**src/rtl/key_event_detect.sv**
```systemverilog
// key_event_detect
//   Classifies presses of one debounced, active-low key as short, double or
//   long and emits one-cycle event pulses to the application logic. While a
//   long press is held, auto-repeat pulses can optionally be emitted.
//
//   Optional feature macro: KEY_REPEAT_EN
//     defined   : repeat_pulse fires every REPEAT_CNT cycles while a long
//                 press is held
//     undefined : repeat_pulse is tied to 0, LONG_HOLD just waits for release
//
//   Ports
//     clk          in   system clock
//     rst_n        in   asynchronous reset, active-low
//     key_jit      in   debounced key level, 0 = pressed, synchronous to clk
//     short_pulse  out  one-cycle pulse, single short press completed
//     double_pulse out  one-cycle pulse, second press of a double click
//     long_pulse   out  one-cycle pulse, long-press threshold reached
//     repeat_pulse out  one-cycle auto-repeat pulse
//     busy         out  high whenever the FSM is not in IDLE
//
//   All timing is in clk cycles; the defaults assume a 12 MHz clk.
//
//   state     | meaning
//   ----------+----------------------------------------------------------
//   IDLE      | key released, no press in progress
//   PRESS1    | first press held, timing towards the long threshold
//   GAP       | first press released, waiting for a second press
//   LONG_HOLD | long press declared, waiting for release (and repeating)
//   DBL_HOLD  | second press of a double click held, waiting for release

module key_event_detect #(
  parameter int                CNT_W       = 24,
  parameter logic [CNT_W-1:0]  LONG_CNT    = 24'd12_000_000,
  parameter logic [CNT_W-1:0]  DBL_GAP_CNT = 24'd3_600_000,
  parameter logic [CNT_W-1:0]  REPEAT_CNT  = 24'd2_400_000
) (
  input  logic clk,
  input  logic rst_n,
  input  logic key_jit,
  output logic short_pulse,
  output logic double_pulse,
  output logic long_pulse,
  output logic repeat_pulse,
  output logic busy
);

  // Every count is compared against its last cycle, so a count below 2
  // would make the threshold coincide with the state-entry cycle.
  if ((LONG_CNT < CNT_W'(2)) || (DBL_GAP_CNT < CNT_W'(2)) ||
      (REPEAT_CNT < CNT_W'(2))) begin : g_bad_count
    $error("key_event_detect: LONG_CNT, DBL_GAP_CNT and REPEAT_CNT must be >= 2");
  end

  localparam logic [CNT_W-1:0] LONG_LAST = LONG_CNT - 1'b1;
  localparam logic [CNT_W-1:0] GAP_LAST  = DBL_GAP_CNT - 1'b1;

  typedef enum logic [2:0] {
    IDLE      = 3'd0,
    PRESS1    = 3'd1,
    GAP       = 3'd2,
    LONG_HOLD = 3'd3,
    DBL_HOLD  = 3'd4
  } state_t;

  state_t           state;
  logic [CNT_W-1:0] cnt;
  logic             key_d;
  logic             fall;
  logic             rise;

  // key_d resets to 1 (released), so a key still held when reset is
  // released shows up as a fresh press on the first clock.
  assign fall = key_d & ~key_jit;
  assign rise = ~key_d & key_jit;

`ifdef KEY_REPEAT_EN
  localparam logic [CNT_W-1:0] REPEAT_LAST = REPEAT_CNT - 1'b1;
  logic repeat_q;
  assign repeat_pulse = repeat_q;
`else
  assign repeat_pulse = 1'b0;
`endif

  always_ff @(posedge clk or negedge rst_n) begin
    if (!rst_n) begin
      state        <= IDLE;
      cnt          <= '0;
      key_d        <= 1'b1;
      short_pulse  <= 1'b0;
      double_pulse <= 1'b0;
      long_pulse   <= 1'b0;
      busy         <= 1'b0;
`ifdef KEY_REPEAT_EN
      repeat_q     <= 1'b0;
`endif
    end else begin
      key_d        <= key_jit;
      short_pulse  <= 1'b0;
      double_pulse <= 1'b0;
      long_pulse   <= 1'b0;
`ifdef KEY_REPEAT_EN
      repeat_q     <= 1'b0;
`endif

      case (state)
        IDLE: begin
          cnt <= '0;
          if (fall) begin
            state <= PRESS1;
            busy  <= 1'b1;
          end
        end

        // A release on the threshold cycle takes priority over long_pulse.
        PRESS1: begin
          if (rise) begin
            state <= GAP;
            cnt   <= '0;
          end else if (cnt == LONG_LAST) begin
            state      <= LONG_HOLD;
            cnt        <= '0;
            long_pulse <= 1'b1;
          end else begin
            cnt <= cnt + 1'b1;
          end
        end

        // A second press on the timeout cycle still counts as a double.
        GAP: begin
          if (fall) begin
            state        <= DBL_HOLD;
            cnt          <= '0;
            double_pulse <= 1'b1;
          end else if (cnt == GAP_LAST) begin
            state       <= IDLE;
            cnt         <= '0;
            busy        <= 1'b0;
            short_pulse <= 1'b1;
          end else begin
            cnt <= cnt + 1'b1;
          end
        end

        LONG_HOLD: begin
          if (rise) begin
            state <= IDLE;
            cnt   <= '0;
            busy  <= 1'b0;
`ifdef KEY_REPEAT_EN
          end else if (cnt == REPEAT_LAST) begin
            cnt      <= '0;
            repeat_q <= 1'b1;
`endif
          end else begin
            cnt <= cnt + 1'b1;
          end
        end

        DBL_HOLD: begin
          cnt <= '0;
          if (rise) begin
            state <= IDLE;
            busy  <= 1'b0;
          end
        end

        default: begin
          state <= IDLE;
          cnt   <= '0;
          busy  <= 1'b0;
        end
      endcase
    end
  end

endmodule

```
**config.mk**
```make
export PLATFORM = sky130hd
export DESIGN_NAME = key_event_detect
export DESIGN_NICKNAME = d
export VERILOG_FILES = /design/src/rtl/key_event_detect.sv
export SDC_FILE = /design/constraint.sdc
export NUM_CORES = 1
export LEC_CHECK = 0
export ABC_AREA = 1
export CAP_MARGIN = 20
export CELL_PAD_IN_SITES_DETAIL_PLACEMENT = 0
export CELL_PAD_IN_SITES_GLOBAL_PLACEMENT = 1
export CORE_ASPECT_RATIO = 2
export CORE_UTILIZATION = 47
export DETAILED_ROUTE_END_ITERATION = 7
export PLACE_DENSITY = 0.88
export SLEW_MARGIN = 10
export SYNTH_ARGS = -nofsm -noshare
export SYNTH_HDL_FRONTEND = slang
export SYNTH_SLANG_ARGS = --single-unit
```
**constraint.sdc**
```tcl
create_clock -name clk -period 3.54 [get_ports clk]
set_input_delay 0.708 -clock clk [delete_from_list [all_inputs] [get_ports clk]]
set_output_delay 0.708 -clock clk [all_outputs]
set_load 0.05 [all_outputs]
```
==> flow_summary.yaml, run 1 <==
outcome:
  status: "complete, no violations"
route:
  drtPass1Iterations: 4
  drt_iter0_drc: 56
  wl_met3_um: 93
  wirelength_um: 4730
  wl_met2_um: 2820
  antenna_left: 0
  remaining_drc_errors: 0
  wl_per_cell_um: 13.8
  wl_met1_um: 1650
  via_per_inst: 4.98
  top_layer_used: "met4"
  num_vias: 1702
layout:
  drive_above_1_share_pct: 7.93
  diodes: 0
  multi_input_area_um2: 970
  fill_cells: 415
  final_nets: 293
  syn_to_final_growth_pct: 11.3
  ff_latch_area_um2: 802
worst_setup_path:
  cp_num_cells: 1
  max_stage_delay_ns: 0.80
  critPathLaunchType: "flip-flop"
  crit_buf_inv: 1
  endpoint_kind: "output port"
  cp.arrival_ns: 1.43
  cpMaxStageDelayCell: "clkdlybuf4s50_1"
  cp_max_fo: 2
  rr_worst_depth: 9
  critPathTopFamily: "buffers and inverters"
  crit_type: "flip-flop to output port"
  crit_required_ns: 2.83
  cp_cell_sequence: "clkdlybuf4s50_1"
placement:
  io_buffer_count: 6
  gp_congestion: 0.820
  hpwl_um: 3780
  preCtsSetupSlack_ns: 1.19
global_routing:
  grt_pass1_wl_um: 7720
  grt_pass1_vias: 1661
  grt_max_degree: 33
  grt_overflow: 0
  antenna_found_initial: 0
  grt.total_usage_pct: 25.0
synthesis:
  synth.net_count: 284
  synth_area_um2: 2000
  avgSynthCellArea_um2: 7.13
  synth_cell_types: 31
  postSynthCellCount: 280
  ys_seq_elements: 32
  yosysSeqAreaShare_pct: 40.2
  ys_warn_count: 0
flow_run:
  drv_cap: 0
sta:
  hold_viol_final: 0
  tightest_slew_ns: 0.517
  setup_violations: 0
  finalCritPeriodShare_pct: 60.4
  tns_ns: 0
  period_needed_ns: 2.14
  rsz0062_at_grt: "no"
  timing.fmax_mhz: 468
  setup_ws_ns: 1.40
  slew_headroom_pct: 65.4
  drv_slew: 0
  finalClockSkew_ns: 0.00679
clock_network:
  insertion_delay_ns: 0.29
  clk_path_buf_depth: 2
  hold_buffers: 0
  cts_sinks: 32
  path_clk_slew_ns: 0.07
  post_cts_resize_count: 0
  cts_tree: "built"
  cts_root_buf: "clkbuf_8"
  cts.htree.levels: 2
  cts_buffers: 5
  post_cts_buffers: 0
floorplanning:
  start_util_pct: 48.8
  core-area_um2: 4090
  fp.dieW_um: 48.1
  rows: 33
  die_h_um: 94.2
  pin_count: 8
  die_area_um2: 4530
power_and_ir_drop:
  power_density_nw_per_um2: 512
  p_leak_nw: 1.19
  ir_worst_vdd_mv: 0.391
  power_mw: 1.14
min_path:
  hold_class: "flip-flop to flip-flop"
  hold_depth: 2
[routing by layer]
metal | vias up | global-route usage [%]
met5 | - | 0
met3 | 14 | 3.85
met1 | 791 | 25.1
met4 | 0 | 12.3
met2 | 28 | 45.4
li1 | 869 | -
[placed cells by master (no fill, tap or decap), drive strengths merged, types with 2 or more instances in the layout]
| cell | n |
|---|---|
| nand4 | 5 |
| clkbuf | 7 |
| a31oi | 10 |
| xor2 | 10 |
| nand2 | 84 |
| nor3 | 5 |
| inv | 51 |
| and2 | 2 |
| o21ai | 2 |
| xnor2 | 5 |
| nor2 | 44 |
| dfrtp | 31 |
| nand3 | 20 |
| clkdlybuf4s50 | 6 |
[synthesized netlist by cell type]
cell / number / area share [%]
nand2_1: 81 / 15
inv_1: 50 / 9.4
nor2_1: 41 / 7.7
dfrtp_1: 31 / 39
nand3_1: 16 / 4.0
a31oi_1: 10 / 3.1
xor2_1: 10 / 4.4
nand4_1: 5 / 1.6
xnor2_1: 5 / 2.2
nand3_2: 3 / 1.5
nor3_1: 3 / 0.75
and2_1: 2 / 0.63
buf_2: 2 / 0.50
nand2_4: 2 / 1.1
nor2_4: 2 / 1.1
o21ai_0: 2 / 0.50
a21boi_0: 1 / 0.38
buf_4: 1 / 0.38
buf_6: 1 / 0.56
clkbuf_1: 1 / 0.19
conb_1: 1 / 0.19
dfstp_2: 1 / 1.3
ha_1: 1 / 0.63
inv_2: 1 / 0.19
nand2_2: 1 / 0.31
nand3_4: 1 / 0.88
nor2_2: 1 / 0.31
nor3_2: 1 / 0.50
nor3_4: 1 / 0.82
nor4_1: 1 / 0.31
o21bai_1: 1 / 0.38
[worst min-delay path, cell delays in order, from the launching register on]
cell and delay [ns]:
dfrtp_1 0.35, nand2_1 0.05, o21ai_0 0.06
[stage by stage]
step	instance area (µm²)	cells	util, %	hold WS, ns
CTS	2220	342	54.4	0.497
global route	2220	342	54.4	0.521
global placement	2100	334	51.3	0.472
finish	2220	342	54.4	0.496
detailed placement	2100	334	51.3	0.483
floorplan	2000	280	-	0.412
[kinds of logic (layout without fill, tap and decap cells)]
kind of cell	after synthesis	in the layout	share of synthesized area, %
other cells	1	1	0.188
xor+xnor	15	15	6.58
compound gates	14	14	4.39
fa+ha+maj	1	1	0.627
simple gates	161	161	36.8
buf+inv	56	66	11.2
flops	32	32	40.2
[registers in the layout (all words and copies together), names as in the netlist]
name and flops:
busy 1, cnt 24, double_pulse 1, key_d 1, long_pulse 1, short_pulse 1, state 3
[where the power goes]
part | total [mW] | switching [mW] | leakage (nW) | internal (mW)
logic | 0.313 | 0.222 | 0.686 | 0.0911
clock network | 0.389 | 0.141 | 0.0645 | 0.248
registers | 0.435 | 0.0365 | 0.437 | 0.398
total | 1.14 | 0.399 | 1.19 | 0.738
[path summary, 6_finish.rpt]
path,start,slack (ns),endpoint
max,busy,1.40,busy
min,busy,0.50,busy
max reg2reg,cnt[0],1.54,cnt[1]
min reg2reg,busy,0.50,busy
max in group asynchronous,rst_n,2.39,key_d
min in group asynchronous,rst_n,0.82,short_pulse
[area by class of cell]
| type | instances | share of cell area [%] |
|---|---|---|
| Sequential cell | 32 | 36.1 |
| Timing Repair Buffer | 7 | 3.04 |
| Clock buffer | 7 | 4.34 |
| Clock inverter | 1 | 1.35 |
| Multi-Input combinational cell | 192 | 43.6 |
| Tap cell | 52 | 2.93 |
| Inverter | 51 | 8.61 |
Power figures use the tool's default switching activity.
==> run 2, diff against run 1 <==
--- a/config.mk
+++ b/config.mk
@@ -10,9 +10,9 @@
 export CELL_PAD_IN_SITES_DETAIL_PLACEMENT = 0
 export CELL_PAD_IN_SITES_GLOBAL_PLACEMENT = 1
 export CORE_ASPECT_RATIO = 2
-export CORE_UTILIZATION = 47
+export CORE_UTILIZATION = 40
 export DETAILED_ROUTE_END_ITERATION = 7
-export PLACE_DENSITY = 0.88
+export PLACE_DENSITY = 0.8
 export SLEW_MARGIN = 10
 export SYNTH_ARGS = -nofsm -noshare
 export SYNTH_HDL_FRONTEND = slang
==> constraint.sdc (replaced) <==
create_clock -name clk -period 1.9 [get_ports clk]
set_input_delay 0.38 -clock clk [delete_from_list [all_inputs] [get_ports clk]]
set_output_delay 0.38 -clock clk [all_outputs]
set_load 0.05 [all_outputs]
==> run 2 against run 1 <==
Against the previous run: critical path depth unchanged; first-iteration DRC count decreased by 38%; sequential power increased by 86%; via count increased by 1.1%; power increased by 76%; worst hold slack got worse by 0.0053 ns; worst setup slack got worse by 1.3 ns; cell area increased by 0.96%; clock skew increased by 0.0023 ns; largest cell class unchanged; clock-buffer cell count decreased by 1.
==> flow_summary.yaml, run 2 (synthesis results as in run 1) <==
route:
  wirelength_um: 4700
  wl_per_cell_um: 13.3
  num_vias: 1720
  drtPass1Iterations: 4
  via_per_inst: 4.86
  remaining_drc_errors: 0
  antenna_left: 0
  drt_iter0_drc: 35
sta:
  drv_slew: 0
  slew_headroom_pct: 66.7
  rsz0062_at_grt: "no"
  finalClockSkew_ns: 0.00909
  setup_violations: 0
  period_needed_ns: 1.82
  finalCritPeriodShare_pct: 95.9
  tns_ns: 0
  timing.fmax_mhz: 549
  hold_viol_final: 0
  setup_ws_ns: 0.0778
  tightest_slew_ns: 0.498
clock_network:
  cts_sinks: 32
  post_cts_resize_count: 0
  post_cts_buffers: 0
  hold_buffers: 0
  cts.htree.levels: 2
  clk_path_buf_depth: 2
  cts_root_buf: "clkbuf_8"
  insertion_delay_ns: 0.29
  cts_buffers: 5
  path_clk_slew_ns: 0.07
  cts_tree: "built"
power_and_ir_drop:
  switching_share_pct: 38.4
  power_frac_clock_pct: 26.3
  ir_worst_vdd_mv: 0.783
  power_frac_seq_pct: 40.4
  power_mw: 2.00
  power_density_nw_per_um2: 890
  switchingPower_mw: 0.766
  p_leak_nw: 1.20
  p_comb_share_pct: 33.2
  intPower_mw: 1.23
worst_setup_path:
  cpMaxStageDelayCell: "clkdlybuf4s50_1"
  cp_cell_sequence: "clkdlybuf4s50_1"
  cp_max_fo: 2
  startpoint: "busy"
  rr_worst_depth: 7
  reg2reg_setup_slack_ns: 0.15
  max_stage_delay_ns: 0.80
  reg2reg_to: "cnt[2]"
  critPathLaunchType: "flip-flop"
  critPathTopFamily: "buffers and inverters"
  crit_required_ns: 1.52
  endpoint_kind: "output port"
  r2r_start: "cnt[0]"
  crit_buf_inv: 1
  crit_type: "flip-flop to output port"
  cp.arrival_ns: 1.44
placement:
  place_inst: 346
  hpwl_um: 3740
  preCtsSetupSlack_ns: 0.0580
  gp_congestion: 0.847
  io_buffer_count: 6
layout:
  final_core_util_pct: 46.5
  syn_to_final_growth_pct: 12.4
  drive_above_1_share_pct: 9.76
  final_nets: 300
  top_register: "cnt"
  mostFrequentLayoutCells: "nand2_1 (81), inv_1 (50), nor2_1 (41)"
  layout.cells.non_filler: 354
  final_common_cell: "nand2_1"
  largest_reg_flops: 24
  diodes: 0
  reg_top3: "cnt: 24 flops, state: 3 flops"
  fill_cells: 512
min_path:
  hold-path-endpoint: "busy"
  hold_depth: 2
  hold_class: "flip-flop to flip-flop"
  holdCritStartpoint: "busy"
global_routing:
  grt_pass1_wl_um: 7950
  grt_overflow: 0
  grt.total_usage_pct: 21.3
  grt_pass1_vias: 1717
  antenna_found_initial: 0
  grt_max_degree: 33
floorplanning:
  core-area_um2: 4820
  start_util_pct: 41.4
  die_area_um2: 5290
  fp.dieW_um: 51.9
  pin_count: 8
  rows: 36
  die_h_um: 102
flow_run:
  drv_cap: 0
outcome:
  status: "complete, no violations"
-- run 2: cell types whose count changed in the layout (fill, tap and decap cells not counted) --
cell,change
clkinvlp_4,+1
clkinv_4,+1
bufinv_16,-1
clkbuf_1,+1
buf_4,+7
clkbuf_8,-2
-- run 2: cell type report --
cell class / count / area [µm²] / area share (%)
well taps: 57 / 71.3 / 3.18
clock inverters: 2 / 16.3 / 0.725
inverters: 51 / 191 / 8.53
multi-input cells: 192 / 970 / 43.2
clock buffers: 6 / 72.6 / 3.23
repair buffers: 14 / 120 / 5.35
flip-flops and latches: 32 / 802 / 35.8
-- run 2: worst max path at each step --
stage,end,slack (ns),cells past startpoint
after global routing,cnt[1],0.01,7
final,busy,0.08,1
after CTS,busy,0.07,1
after detailed placement,state[0],0.06,9
after floorplan,cnt[22],0.39,11
after global placement,cnt[2],0.08,9
-- run 2: power groups by stage --
stage	Combinational, mW	Clock (mW)	Sequential (mW)
after floorplan	0.441	0	0.843
after global placement	0.664	0	0.818
after detailed placement	0.675	0	0.819
after CTS	0.676	0.543	0.806
after global routing	0.738	0.570	0.812
final	0.664	0.526	0.807
-- run 2: worst min-delay path: cells and delay by family (launching register included) --
| family | cells | cell delay, ns |
|---|---|---|
| flops | 1 | 0.35 |
| compound gates | 1 | 0.06 |
| simple gates | 1 | 0.05 |
-- run 2: metrics by stage --
| step | instance area [µm²] | hold WS (ns) |
|---|---|---|
| after global placement | 2150 | 0.470 |
| after floorplan | 2000 | 0.0844 |
| after detailed placement | 2150 | 0.473 |
| after global routing | 2240 | 0.513 |
| after CTS | 2240 | 0.492 |
| final | 2240 | 0.491 |
-- run 2: layer usage --
layer | global-route usage, % | share of wire, % | up-vias
li1 | - | - | 882
met1 | 20.1 | 36 | 800
met2 | 41.3 | 59 | 25
met3 | 2.68 | 1.7 | 13
met4 | 11.9 | 4.2 | 0
met5 | 0 | 0 | -
